**src/rtl/cpu_program_loader.sv**
```systemverilog
// cpu_program_loader
// Turns a host byte stream (16-bit little-endian word count, then
// little-endian instruction words) into single-cycle instruction memory
// writes at consecutive addresses from 0. The CPU is held halted for the
// whole upload, and also after an aborted (oversized) upload, because the
// memory contents are not valid then.

module cpu_program_loader #(
    parameter int DATA_WIDTH = 16,
    parameter int SIZE       = 1024,
    parameter int ADDR_WIDTH = $clog2(SIZE)
) (
    input  logic                  clk,
    input  logic                  rst,
    input  logic                  start,
    input  logic                  in_valid,
    output logic                  in_ready,
    input  logic [7:0]            in_data,
    output logic                  busy,
    output logic                  done,
    output logic                  error,
    output logic                  cpu_halt,
    output logic                  write_enable,
    output logic [ADDR_WIDTH-1:0] write_addr,
    output logic [DATA_WIDTH-1:0] write_data
);

    localparam int BYTES  = DATA_WIDTH / 8;
    localparam int BIDX_W = (BYTES > 1) ? $clog2(BYTES) : 1;

    localparam logic [BIDX_W-1:0] LAST_BYTE = BIDX_W'(BYTES - 1);
    // The header is 16 bits; comparing at 17 bits keeps SIZE=65536 legal.
    localparam logic [16:0]       SIZE_EXT  = 17'(SIZE);

    typedef enum logic [2:0] {
        S_IDLE,
        S_LEN_LO,
        S_LEN_HI,
        S_DATA,
        S_WRITE,
        S_ERROR
    } state_t;

    state_t                  state_q, state_d;
    logic [7:0]              len_lo_q, len_lo_d;
    logic [15:0]             remaining_q, remaining_d;
    logic [ADDR_WIDTH-1:0]   addr_q, addr_d;
    logic [BIDX_W-1:0]       byte_idx_q, byte_idx_d;
    logic [DATA_WIDTH-1:0]   word_q, word_d;
    logic                    done_q, done_d;

    logic                    xfer;
    logic [15:0]             hdr_len;

    // A byte moves only when this block is ready and the host offers one.
    assign xfer    = in_valid && in_ready;
    // Full word count once the high header byte is on the bus.
    assign hdr_len = {in_data, len_lo_q};

    // Output decode: everything except done is a pure function of state.
    always_comb begin
        in_ready     = 1'b0;
        busy         = 1'b0;
        error        = 1'b0;
        cpu_halt     = 1'b0;
        write_enable = 1'b0;
        unique case (state_q)
            S_IDLE: begin
            end
            S_LEN_LO, S_LEN_HI, S_DATA: begin
                in_ready = 1'b1;
                busy     = 1'b1;
                cpu_halt = 1'b1;
            end
            S_WRITE: begin
                busy         = 1'b1;
                cpu_halt     = 1'b1;
                write_enable = 1'b1;
            end
            S_ERROR: begin
                error    = 1'b1;
                cpu_halt = 1'b1;
            end
            default: begin
            end
        endcase
    end

    assign done       = done_q;
    assign write_addr = addr_q;
    assign write_data = word_q;

    // Next-state logic for the sequencer and its counters.
    always_comb begin
        state_d     = state_q;
        len_lo_d    = len_lo_q;
        remaining_d = remaining_q;
        addr_d      = addr_q;
        byte_idx_d  = byte_idx_q;
        word_d      = word_q;
        done_d      = 1'b0;

        unique case (state_q)
            S_IDLE: begin
                if (start) begin
                    state_d = S_LEN_LO;
                end
            end

            S_LEN_LO: begin
                if (xfer) begin
                    len_lo_d = in_data;
                    state_d  = S_LEN_HI;
                end
            end

            S_LEN_HI: begin
                if (xfer) begin
                    if (hdr_len == 16'd0) begin
                        // Empty program: finish at once, nothing written.
                        state_d = S_IDLE;
                        done_d  = 1'b1;
                    end else if ({1'b0, hdr_len} > SIZE_EXT) begin
                        state_d = S_ERROR;
                    end else begin
                        state_d     = S_DATA;
                        addr_d      = '0;
                        byte_idx_d  = '0;
                        remaining_d = hdr_len;
                    end
                end
            end

            S_DATA: begin
                if (xfer) begin
                    // First byte of a word lands in the least significant lane.
                    for (int b = 0; b < BYTES; b++) begin
                        if (byte_idx_q == BIDX_W'(b)) begin
                            word_d[8*b +: 8] = in_data;
                        end
                    end
                    if (byte_idx_q == LAST_BYTE) begin
                        state_d = S_WRITE;
                    end else begin
                        byte_idx_d = byte_idx_q + BIDX_W'(1);
                    end
                end
            end

            S_WRITE: begin
                // The write happens this cycle; advance for the next word.
                addr_d      = addr_q + ADDR_WIDTH'(1);
                remaining_d = remaining_q - 16'd1;
                byte_idx_d  = '0;
                if (remaining_q == 16'd1) begin
                    state_d = S_IDLE;
                    done_d  = 1'b1;
                end else begin
                    state_d = S_DATA;
                end
            end

            S_ERROR: begin
                if (start) begin
                    state_d = S_LEN_LO;
                end
            end

            default: begin
                state_d = S_IDLE;
            end
        endcase
    end

    // State and datapath registers; reset abandons any upload in progress.
    always_ff @(posedge clk) begin
        if (rst) begin
            state_q     <= S_IDLE;
            len_lo_q    <= '0;
            remaining_q <= '0;
            addr_q      <= '0;
            byte_idx_q  <= '0;
            word_q      <= '0;
            done_q      <= 1'b0;
        end else begin
            state_q     <= state_d;
            len_lo_q    <= len_lo_d;
            remaining_q <= remaining_d;
            addr_q      <= addr_d;
            byte_idx_q  <= byte_idx_d;
            word_q      <= word_d;
            done_q      <= done_d;
        end
    end

endmodule

```
**config.mk**
```make
export PLATFORM = sky130hd
export DESIGN_NAME = cpu_program_loader
export DESIGN_NICKNAME = d
export VERILOG_FILES = /design/src/rtl/cpu_program_loader.sv
export SDC_FILE = /design/constraint.sdc
export NUM_CORES = 1
export LEC_CHECK = 0
export ABC_AREA = 1
export BUFFER_PORTS_ARGS = -buffer_cell sky130_fd_sc_hd__buf_2
export CAP_MARGIN = 25
export CORE_MARGIN = 5
export CORE_UTILIZATION = 40
export CTS_BUF_LIST = sky130_fd_sc_hd__clkbuf_8
export DETAILED_ROUTE_END_ITERATION = 8
export GPL_TIMING_DRIVEN = 0
export SETUP_SLACK_MARGIN = 0.1
export SLEW_MARGIN = 20
export SYNTH_ARGS = -nofsm -noshare
export SYNTH_HDL_FRONTEND = slang
export SYNTH_SLANG_ARGS = --single-unit
```
**constraint.sdc**
```tcl
create_clock -name clk -period 1.77 [get_ports clk]
set_clock_uncertainty 0.15 [all_clocks]
set_input_delay 0.354 -clock clk [delete_from_list [all_inputs] [get_ports clk]]
set_output_delay 0.354 -clock clk [all_outputs]
set_load 0.01 [all_outputs]
```
Word-level counts from Yosys, hierarchy flattened
Index checks and enable logic that the tools add are counted.
{"block": "classes", "n_eq_ne": 13, "mux": 32, "n_bitwise": 1, "magnitude_cmp": 1, "reduce_logical": 15, "add_sub_neg": 3}
{"operator": "$mux W16", "n": 3}
{"operator": "$pmux W16 S2", "n": 1}
{"operator": "$mux W10", "n": 3}
{"operator": "$mux W3", "n": 7}
{"operator": "$pmux W10 S2", "n": 1}
{"operator": "$eq A16 B1 Y1 const B", "n": 1}
{"operator": "$gt A16 B11 Y1 const B", "n": 1}
{"operator": "$logic_not A16 Y1", "n": 1}
{"operator": "$sub A16 B1 Y16 const B", "n": 1}
{"operator": "$pmux W3 S5", "n": 1}
{"operator": "$mux W1", "n": 13}
{"operator": "$ne A2 B2 Y1 const B", "n": 6}
{"operator": "$add A10 B1 Y10 const B", "n": 1}
{"operator": "$reduce_and A5 Y1", "n": 2}
{"operator": "$eq A3 B2 Y1 const B", "n": 2}
{"operator": "$eq A3 B3 Y1 const B", "n": 2}
{"operator": "$reduce_and A3 Y1", "n": 2}
{"operator": "$reduce_or A5 Y1", "n": 1}
{"operator": "$reduce_and A4 Y1", "n": 1}
{"operator": "$reduce_or A4 Y1", "n": 1}
{"operator": "$eq A3 B1 Y1 const B", "n": 1}
{"operator": "$logic_not A3 Y1", "n": 1}
{"operator": "$pmux W1 S3", "n": 1}
{"operator": "$reduce_bool A3 Y1", "n": 1}
{"operator": "other kinds (10)", "n": 10}
{"block": "word_totals", "reg_bits": 55, "word_cells": 73}

Logic depth before layout (Yosys ltp)
Gate-level depths: netlist (run 1).
{"block": "depth", "word_depth": 6, "ltp_mapped": 12, "ltp_nobuf": 12}

Worst setup path after synthesis (run 1)
OpenSTA, ideal clock, no wires.
{"block": "synth_path", "kind": "register to register", "from": "register remaining_q[0]", "to": "register remaining_q[10]", "t_required_ns": 1.556, "setup_time_ns": 0.064, "slack_ns": 0.171, "path_stages_with_launch": 13, "n_path_buf": 0, "synth_period_minus_slack_ns": 1.599, "t_arrival_ns": 1.385, "path_cell_list": "dfxtp_1 > inv_1 > ha_1 > nand3_1 > nor2_1 > inv_1 > nor2_1 > nand2_1 > nand2_1 > nand2_1 > o21ai_0 > nor2_1 > nor2_1"}
{"block": "synth_via", "elab_chain_cells": 2}
{"element": "start, declared", "line_no": "46", "rtl": "logic [15:0] remaining_q, remaining_d;"}
{"element": "start signal, assigned", "line_no": "188", "rtl": "remaining_q <= remaining_d;"}
{"element": "$sub A16 B1 Y16", "line_no": "153", "rtl": "remaining_d = remaining_q - 16'd1;"}
{"element": "$pmux W16 S2", "line_no": "103", "rtl": "unique case (state_q)"}
No other way between the ends.
A chain may end at the register's enable or synchronous reset.

Worst setup path in the final report (run 1)
{"block": "layout_path", "from": "register state_q[1]", "to": "output busy"}
{"block": "layout_via", "elab_chain_cells": 3}
{"element": "start, declared", "line_no": "44", "rtl": "state_t state_q, state_d;"}
{"element": "start signal, assigned", "line_no": "186", "rtl": "state_q <= state_d;"}
{"element": "$eq A3 B3 Y1, or another cell as far along", "line_no": "67", "rtl": "unique case (state_q)"}
{"element": "$reduce_or A4 Y1 (no line) *"}
{"element": "$mux W1 *", "line_no": "67"}
{"element": "end, declared", "line_no": "19", "rtl": "output logic busy,"}
Mark *: on every way between the ends. The rest lies on a longest branch, timed or not.

==> results.yml, run 1 <==
clock_network:
  cts_tree: "yes"
  h-tree-depth: 2
  clock_slew_at_the_register_clock_pins_of_the_worst_setup_and_hold_paths_ns: 0.11
  postCtsHoldBufs: 0
  insertion_delay_ns: 0.32
  numCtsBuffers: 5
  cts-root-buf: "clkbuf_8"
  clock_path_buffers: 2
  clock_sinks: 55
critical_path:
  worst_setup_path_end_kind: "primary output"
  cp.arrival_ns: 1.25
  sort_of_element_at_the_start_of_the_critical_path: "flip-flop"
  worst-path-max-fanout: 3
  worst_ep_required_time_ns: 1.27
  rrSetupSlack_ns: 0.07
  crit_type: "reg2out"
yosys:
  ys.flop_type: "dfxtp_1"
  synth_largest_type_area_fraction_pct: 38.6
  syn_inst: 435
  netlist_top_cells_count: "nand2_1, nor2_1, dfxtp_1"
  syn-num-nets: 450
  synth-seq-area-share_pct: 38.6
  synth.top_cells.by_area: "dfxtp_1, nand2_1, nor2_1"
  edff_count_synth: 0
  post_synthesis_cell_type_with_the_largest_combined_area: "dfxtp_1"
  yosys_register_bits: 55
  yosys.cell_types.count: 32
  ys_async_sr_fraction_pct: 0
  post-synth-top-count-cell: "nand2_1"
  syn_area_sq_mm: 0.00285
  synth-warning-count: 0
  syn_avg_cell_area_sq_um: 6.55
grt:
  grt_antenna_before_repair: 0
  grt-ovfl-total: 0
  first_global_vias: 2768
  largest_net_degree_at_the_start_of_global_routing: 19
  grt_first_pass_wirelength_microns: 13000
  grt_util_all_layers_pct: 18.1
place:
  placedCellCount: 573
  port-buffer-count: 42
  globalplace.congestion: 0.822
  placed_wire_length_estimate_after_detailed_placement_microns: 5500
floorplanning:
  core_area_sq_mm: 0.00687
  placementRows: 30
  design.portCount: 44
  fp.dieH_microns: 94.4
  die_area_sq_mm: 0.00891
  die_width_microns: 94.4
  floorplan.initialDensity_pct: 41.5
job:
  timing.max_cap.violations: 0
drt:
  average_vias_per_placed_instance: 5.05
  wl_microns: 8240
  via_count: 3077
  route.detailed.wl_per_inst_microns: 13.5
  number_of_drc_violations_after_detailed_routing_iteration_0: 145
  postRouteAntennaNets: 0
  drtPass1Iterations: 4
  dr_drc_count: 0
final_layout:
  finish.net_count: 527
  layout-drive-gt1-share_pct: 42.7
  fillCellCount: 663
  antenna_diode_instance_count: 0
  final_core_occ_pct: 59.1
  instances_no_fill: 609
  layout-area-overhead-vs-synth_pct: 42.5
timing:
  finalSetupTns_ns: 0
  finalCritPeriodShare_pct: 99.0
  setup_violations_final: 0
  final-hold-violation-count: 0
  fin_crit_ns: 1.75
  grt_setup_unrepaired: "true"
  worst_pin_slew_ns: 0.769
  timing.slew.headroom_pct: 48.8
  max_freq_mhz: 571
  final.hold.worst_slack_ns: 0.160
  final_max_slew_violation_count: 0
power:
  fin_total_pwr_mw: 4.42
  irDropWorstVdd_uv: 579
  power-per-cell-area_mw_per_mm2: 1090
  power_leakage_nw: 1.75
status:
  outcome: "finished, final reports clean"
worst_hold_path:
  hp-class: "in2reg"
[layout make-up]
class,instances,area (sq um),share of cell area (%)
inverter,35,149,3.67
clock buffer,5,68.8,1.69
timing repair buffer,70,490,12.1
sequential,55,1130,27.9
tap,96,120,2.96
buffer,15,121,2.99
multi-input combinational,330,1950,48.1
clock inverter,3,25.0,0.616
[state kept, by name, indices dropped and copies added (netlist names)]
name / count
remaining_q: 16
byte_idx_q: 1
write_data: 16
len_lo_q: 8
write_addr: 10
done: 1
state_q: 3
[per-layer routing]
| layer | part of all wire (%) | GRT usage (%) |
|---|---|---|
| met5 | 0 | 0 |
| met4 | 0.86 | 5.05 |
| met3 | 5.3 | 3.67 |
| met2 | 48 | 30.2 |
| met1 | 45 | 23.6 |
[path summary, 6_finish.rpt]
kind                            depth (start not counted)              to           from
worst min-delay path                                    3     len_lo_q[6]     in_data[6]
worst max register to register                         10  remaining_q[7]     state_q[2]
worst min register to register                          2   write_data[5]  write_data[5]
worst max-delay path                                    7            busy     state_q[1]
[report_power, final]
part	switching [mW]	internal [mW]
sequential	0.141	1.37
clock	0.463	0.285
combinational	1.20	0.955
total	1.81	2.61
[cells by family after synthesis]
group / Yosys count / share of synthesized area (%)
compound gates: 80 / 15.0
xor+xnor: 4 / 1.23
fa+ha+maj: 3 / 1.32
buf+inv: 50 / 7.51
flops: 55 / 38.6
simple gates: 243 / 36.3
[repair_timing]
| action | in CTS | in global routing |
|---|---|---|
| endpoints found under the setup margin | 51 | 58 |
| gates cloned | 2 | 1 |
| pin swaps | 13 | 30 |
| buffers inserted | 14 | 11 |
| resized for setup | 56 | 122 |
[layout by cell type, fill, tap and decap left out, types with 13 or more instances in the layout]
| master | n |
|---|---|
| inv_1 | 21 |
| nor2_2 | 14 |
| nand3_1 | 26 |
| dfxtp_2 | 15 |
| buf_4 | 22 |
| a21oi_1 | 18 |
| nand2_1 | 77 |
| nor2_1 | 59 |
| nor2_4 | 14 |
| a21oi_2 | 17 |
| buf_6 | 13 |
| dfxtp_1 | 37 |
| o21ai_0 | 26 |
| buf_2 | 40 |
| nand2_2 | 21 |
[metrics by stage]
step	worst slack, ns	cell area [sq um]
after floorplan	0.171	2850
after global placement	-0.0996	3180
after detailed placement	-0.127	3180
after CTS	-0.0113	3570
after global routing	-0.0453	4060
final	0.0180	4060
[worst max-delay path, cell delays in order, from the launching register on]
cell	delay [ns]
dfxtp_2	0.34
inv_2	0.09
nand2_4	0.07
nor2_4	0.13
inv_4	0.04
buf_6	0.11
nand3_2	0.06
buf_6	0.10
(Power assumes the default switching activity.)
==> run 2, diff against run 1 <==
- clock period: 1.77 -> 1.5 ns (I/O delays scaled with it)
==> results.yml, run 2 (synthesis results as in run 1) <==
status:
  outcome: "complete, but fails checks"
  violations: "setup timing"
drt:
  dr_drc_count: 0
  number_of_drc_violations_after_detailed_routing_iteration_0: 105
  average_vias_per_placed_instance: 4.98
  route.detailed.wl_per_inst_microns: 13.7
  wl_microns: 8540
  via_count: 3105
  postRouteAntennaNets: 0
  drtPass1Iterations: 4
place:
  placed_wire_length_estimate_after_detailed_placement_microns: 5560
  placedCellCount: 573
  port-buffer-count: 42
  place_area_sq_mm: 0.00324
  globalplace.congestion: 0.831
  post-place-ws_ns: -0.319
final_layout:
  layout_common_cells: "nand2_1, nor2_1, buf_2"
  ff_latch_area_sq_mm: 0.00113
  layout-area-overhead-vs-synth_pct: 49.2
  layout.cells.most_common: "nand2_1"
  instances_no_fill: 623
  final_design_area_no_fill_sq_mm: 0.00425
  layout-drive-gt1-share_pct: 46.9
  multi_input_area_sq_mm: 0.00201
  fillCellCount: 605
  antenna_diode_instance_count: 0
  final_core_occ_pct: 61.9
  finish.net_count: 541
timing:
  max_freq_mhz: 571
  finalCritPeriodShare_pct: 117
  timing.slew.headroom_pct: 48.1
  finalSetupTns_ns: -6.90
  fin_crit_ns: 1.75
  finalWorstSetupSlack_ns: -0.250
  setup_violations_final: 54
  grt_setup_unrepaired: "true"
  final_max_slew_violation_count: 0
  final.hold.worst_slack_ns: 0.108
  final-hold-violation-count: 0
  worst_pin_slew_ns: 0.779
clock_network:
  cts-root-buf: "clkbuf_8"
  clock_sinks: 55
  h-tree-depth: 2
  numCtsBuffers: 5
  insertion_delay_ns: 0.31
  postCtsHoldBufs: 0
  clock_path_buffers: 2
  cts_tree: "yes"
  clock_slew_at_the_register_clock_pins_of_the_worst_setup_and_hold_paths_ns: 0.10
power:
  seq_pwr_share_pct: 33.5
  p_comb_share_pct: 50.6
  power-per-cell-area_mw_per_mm2: 1260
  irDropWorstVdd_uv: 561
  power_leakage_nw: 1.82
  fin_total_pwr_mw: 5.35
  switching_share_pct: 40.9
  power.internal_mw: 3.16
  switchingPower_mw: 2.19
  share_of_total_power_in_the_clock_network_pct: 15.9
critical_path:
  path_cells: "nor2_4 > nand2_2 > nor2_4 > nand2_1 > nand2_2 > nand2_4 > nand2_4 > nand2_8 > buf_12 > buf_16 > nand2_2 > a21oi_1"
  critical_path.n_buffers_inverters: 2
  max_stage_delay_cell_worst_path: "dfxtp_4"
  cpLargestDelayFamily: "simple AND/OR/NAND/NOR gates"
  sort_of_element_at_the_start_of_the_critical_path: "flip-flop"
  crit_type: "reg2reg"
  cp.arrival_ns: 1.77
  worst_ep_required_time_ns: 1.52
  worst-path-max-fanout: 5
  worst_setup_path_end_kind: "flip-flop"
  setup.worst_path.start: "len_lo_q[1]"
  cp_slowest_stage_delay_ns: 0.37
  crit_top_cell: "nand2_2"
  r2r-start: "len_lo_q[1]"
floorplanning:
  die_width_microns: 94.4
  floorplan.initialDensity_pct: 41.5
  placementRows: 30
  fp.dieH_microns: 94.4
  core_area_sq_mm: 0.00687
  design.portCount: 44
  die_area_sq_mm: 0.00891
job:
  timing.max_cap.violations: 0
worst_hold_path:
  hp-class: "in2reg"
  worst_hold_startpoint: "in_data[5]"
grt:
  largest_net_degree_at_the_start_of_global_routing: 18
  grt_first_pass_wirelength_microns: 13900
  grt_util_all_layers_pct: 19.4
  first_global_vias: 3028
  grt_antenna_before_repair: 0
  grt-ovfl-total: 0
[run 2: worst paths after layout]
kind                                         to  slack, ns  cells past startpoint
worst max-delay path            remaining_q[11]      -0.25                     12
worst min-delay path                len_lo_q[5]       0.11                      3
worst max register to register  remaining_q[11]      -0.25                     12
worst min register to register    write_data[1]       0.31                      2
[run 2: routing by layer]
metal / routed length, microns / GRT usage, %
met5: 0 / 0
met4: 148 / 5.42
met3: 269 / 2.87
met2: 4260 / 34.2
met1: 3860 / 24.6
[run 2: what timing repair did]
action,in CTS,in global routing
buffers inserted,31,8
cloned,6,0
resized for setup,107,89
endpoints found under the setup margin,61,63
pin swaps,23,47
[run 2: final cells by class]
type / count / area share, %
Clock buffer: 5 / 1.62
Inverter: 35 / 3.50
Tap cell: 96 / 2.83
Timing Repair Buffer: 83 / 14.4
Buffer: 14 / 2.94
Sequential cell: 55 / 26.7
Timing Repair inverter: 1 / 0.177
Multi-Input combinational cell: 331 / 47.4
Clock inverter: 3 / 0.471
[run 2: worst reg2reg max path, stage by stage (launching register included)]
cell and delay [ns]:
dfxtp_4 0.37, nor2_4 0.08, nand2_2 0.08, nor2_4 0.14
nand2_1 0.07, nand2_2 0.10, nand2_4 0.08, nand2_4 0.10
nand2_8 0.07, buf_12 0.13, buf_16 0.13, nand2_2 0.05
a21oi_1 0.05
[run 2: power groups by stage]
stage                     Clock (mW)  Combinational, mW  Sequential, mW
final                          0.849               2.71            1.79
after global routing           0.936               2.96            1.82
after CTS                      0.876               2.39            1.76
after detailed placement           0               1.71            1.76
after global placement             0               1.68            1.76
after floorplan                    0               1.33            1.73
==> run 3, diff against run 2 <==
- SETUP_SLACK_MARGIN: 0.1 -> 0.4
==> results.yml, run 3 (synthesis results as in run 1) <==
power:
  switching_share_pct: 38.5
  power-per-cell-area_mw_per_mm2: 1290
  share_of_total_power_in_the_clock_network_pct: 21.0
  p_comb_share_pct: 47.0
  power_leakage_nw: 1.85
  power.internal_mw: 3.45
  seq_pwr_share_pct: 32.0
  irDropWorstVdd_uv: 563
  switchingPower_mw: 2.16
timing:
  finalCritPeriodShare_pct: 113
  timing.slew.headroom_pct: 50.4
  fin_crit_ns: 1.69
  final_max_slew_violation_count: 0
  setup_violations_final: 56
  finalWorstSetupSlack_ns: -0.191
  worst_pin_slew_ns: 0.745
  max_freq_mhz: 591
  grt_setup_unrepaired: "true"
  final-hold-violation-count: 0
  finalSetupTns_ns: -5.43
worst_hold_path:
  hp-class: "in2reg"
final_layout:
  final_core_occ_pct: 63.3
  layout_common_cells: "nand2_1, nor2_1, buf_6"
  layout-drive-gt1-share_pct: 46.9
  layout.cells.most_common: "nand2_1"
  layout-area-overhead-vs-synth_pct: 52.6
  ff_latch_area_sq_mm: 0.00117
  antenna_diode_instance_count: 0
  fillCellCount: 609
  multi_input_area_sq_mm: 0.00193
  finish.net_count: 536
grt:
  grt-ovfl-total: 0
  grt-busiest-layer: "met2"
  first_global_vias: 3030
  largest_net_degree_at_the_start_of_global_routing: 17
  groute.layer.met1.usage_pct: 26.9
  grt_first_pass_wirelength_microns: 14700
  groute.layer.met2.usage_pct: 35.4
  grt_util_all_layers_pct: 20.6
  grt_antenna_before_repair: 0
  gr-usage-met3_pct: 4.14
critical_path:
  cp_slowest_stage_delay_ns: 0.37
  worst_setup_path_end_kind: "primary output"
  rrSetupSlack_ns: -0.19
  max_stage_delay_cell_worst_path: "dfxtp_4"
  worst_ep_required_time_ns: 1.05
  crit_top_cell: "inv_4"
  critical_path.n_buffers_inverters: 4
  sort_of_element_at_the_start_of_the_critical_path: "flip-flop"
  path_cells: "inv_4 > nand2_4 > nor2_4 > inv_4 > buf_8 > nand3_2 > buf_6"
  cp.arrival_ns: 1.24
  cpLargestDelayFamily: "flip-flops"
  worst-path-max-fanout: 3
  crit_type: "reg2out"
clock_network:
  postCtsHoldBufs: 0
  numCtsBuffers: 5
  cts-root-buf: "clkbuf_8"
  cts_tree: "yes"
  h-tree-depth: 2
  clock_path_buffers: 2
  clock_sinks: 55
  clock_slew_at_the_register_clock_pins_of_the_worst_setup_and_hold_paths_ns: 0.10
  insertion_delay_ns: 0.31
drt:
  dr_drc_count: 0
  number_of_drc_violations_after_detailed_routing_iteration_0: 146
  drtPass1Iterations: 4
  postRouteAntennaNets: 0
  wl_microns: 8970
  via_count: 3131
  route.detailed.wl_per_inst_microns: 14.5
  average_vias_per_placed_instance: 5.07
floorplanning:
  die_width_microns: 94.4
  floorplan.initialDensity_pct: 41.5
  die_area_sq_mm: 0.00891
  design.portCount: 44
  fp.dieH_microns: 94.4
  placementRows: 30
  core_area_sq_mm: 0.00687
status:
  outcome: "complete, but fails checks"
  violations: "setup timing"
place:
  placed_wire_length_estimate_after_detailed_placement_microns: 5640
  globalplace.congestion: 0.823
  port-buffer-count: 42
job:
  timing.max_cap.violations: 0
## run 3: changes by cell type in the layout (fill, tap and decap cells not counted), sizes merged
| cell | previous run | this run |
|---|---|---|
| nand3 | 33 | 32 |
| bufinv | 0 | 2 |
| buf | 91 | 88 |
| inv | 37 | 36 |
| clkinvlp | 2 | 0 |
## run 3: worst reg2reg max path, cell delays in order (launching register included)
cell and delay (ns):
dfxtp_2 0.34, nor2_2 0.11, nand2_2 0.08, nor2_4 0.13, nand2_2 0.06, nand2_2 0.10
nand2_4 0.08, a21oi_4 0.23, buf_6 0.17, nand2_2 0.06, nand2_1 0.06, nor2_1 0.04
## run 3: timing repair
item / in CTS / in global routing
setup buffers: 28 / 5
gates resized for setup: 143 / 64
gates cloned: 4 / 0
pin swaps: 23 / 20
endpoints found under the setup margin: 87 / 87
## run 3: through the flow
stage	worst slack, ns	power [mW]	instance area, sq um	hold WS (ns)	instances
floorplan	-0.00830	3.10	2940	0.285	435
global placement	-0.292	3.48	3270	0.298	573
detailed placement	-0.317	3.50	3270	0.301	573
CTS	-0.193	5.36	4150	0.129	613
global route	-0.277	5.97	4350	0.127	618
finish	-0.191	5.61	4350	0.125	618
## run 3: path summary, 6_finish.rpt
| path | from | endpoint | cells past startpoint |
|---|---|---|---|
| max reg2reg | len_lo_q[7] | remaining_q[8] | 11 |
| max | state_q[1] | busy | 7 |
| min | in_data[5] | len_lo_q[5] | 3 |
| min reg2reg | write_data[0] | write_data[0] | 2 |
## run 3: final cells by class
class | count | share of cell area (%)
inverters | 35 | 3.48
repair buffers | 79 | 16.3
clock inverters | 3 | 1.47
flip-flops and latches | 55 | 27.0
multi-input cells | 330 | 44.3
clock buffers | 5 | 1.58
well taps | 96 | 2.76
plain buffers | 15 | 3.02
## run 3: power groups by stage
stage               combinational (mW)  sequential, mW  clock (mW)
global placement                  1.71            1.77           0
floorplan                         1.36            1.74           0
CTS                               2.41            1.77        1.19
global route                      2.92            1.81        1.24
finish                            2.64            1.79        1.18
detailed placement                1.73            1.77           0
## run 3: metal layers
metal  part of all wire [%]  vias up
li1                       -     1581
met4                    1.4        0
met3                    4.1       12
met5                      0        -
met1                     44     1469
met2                     50       69
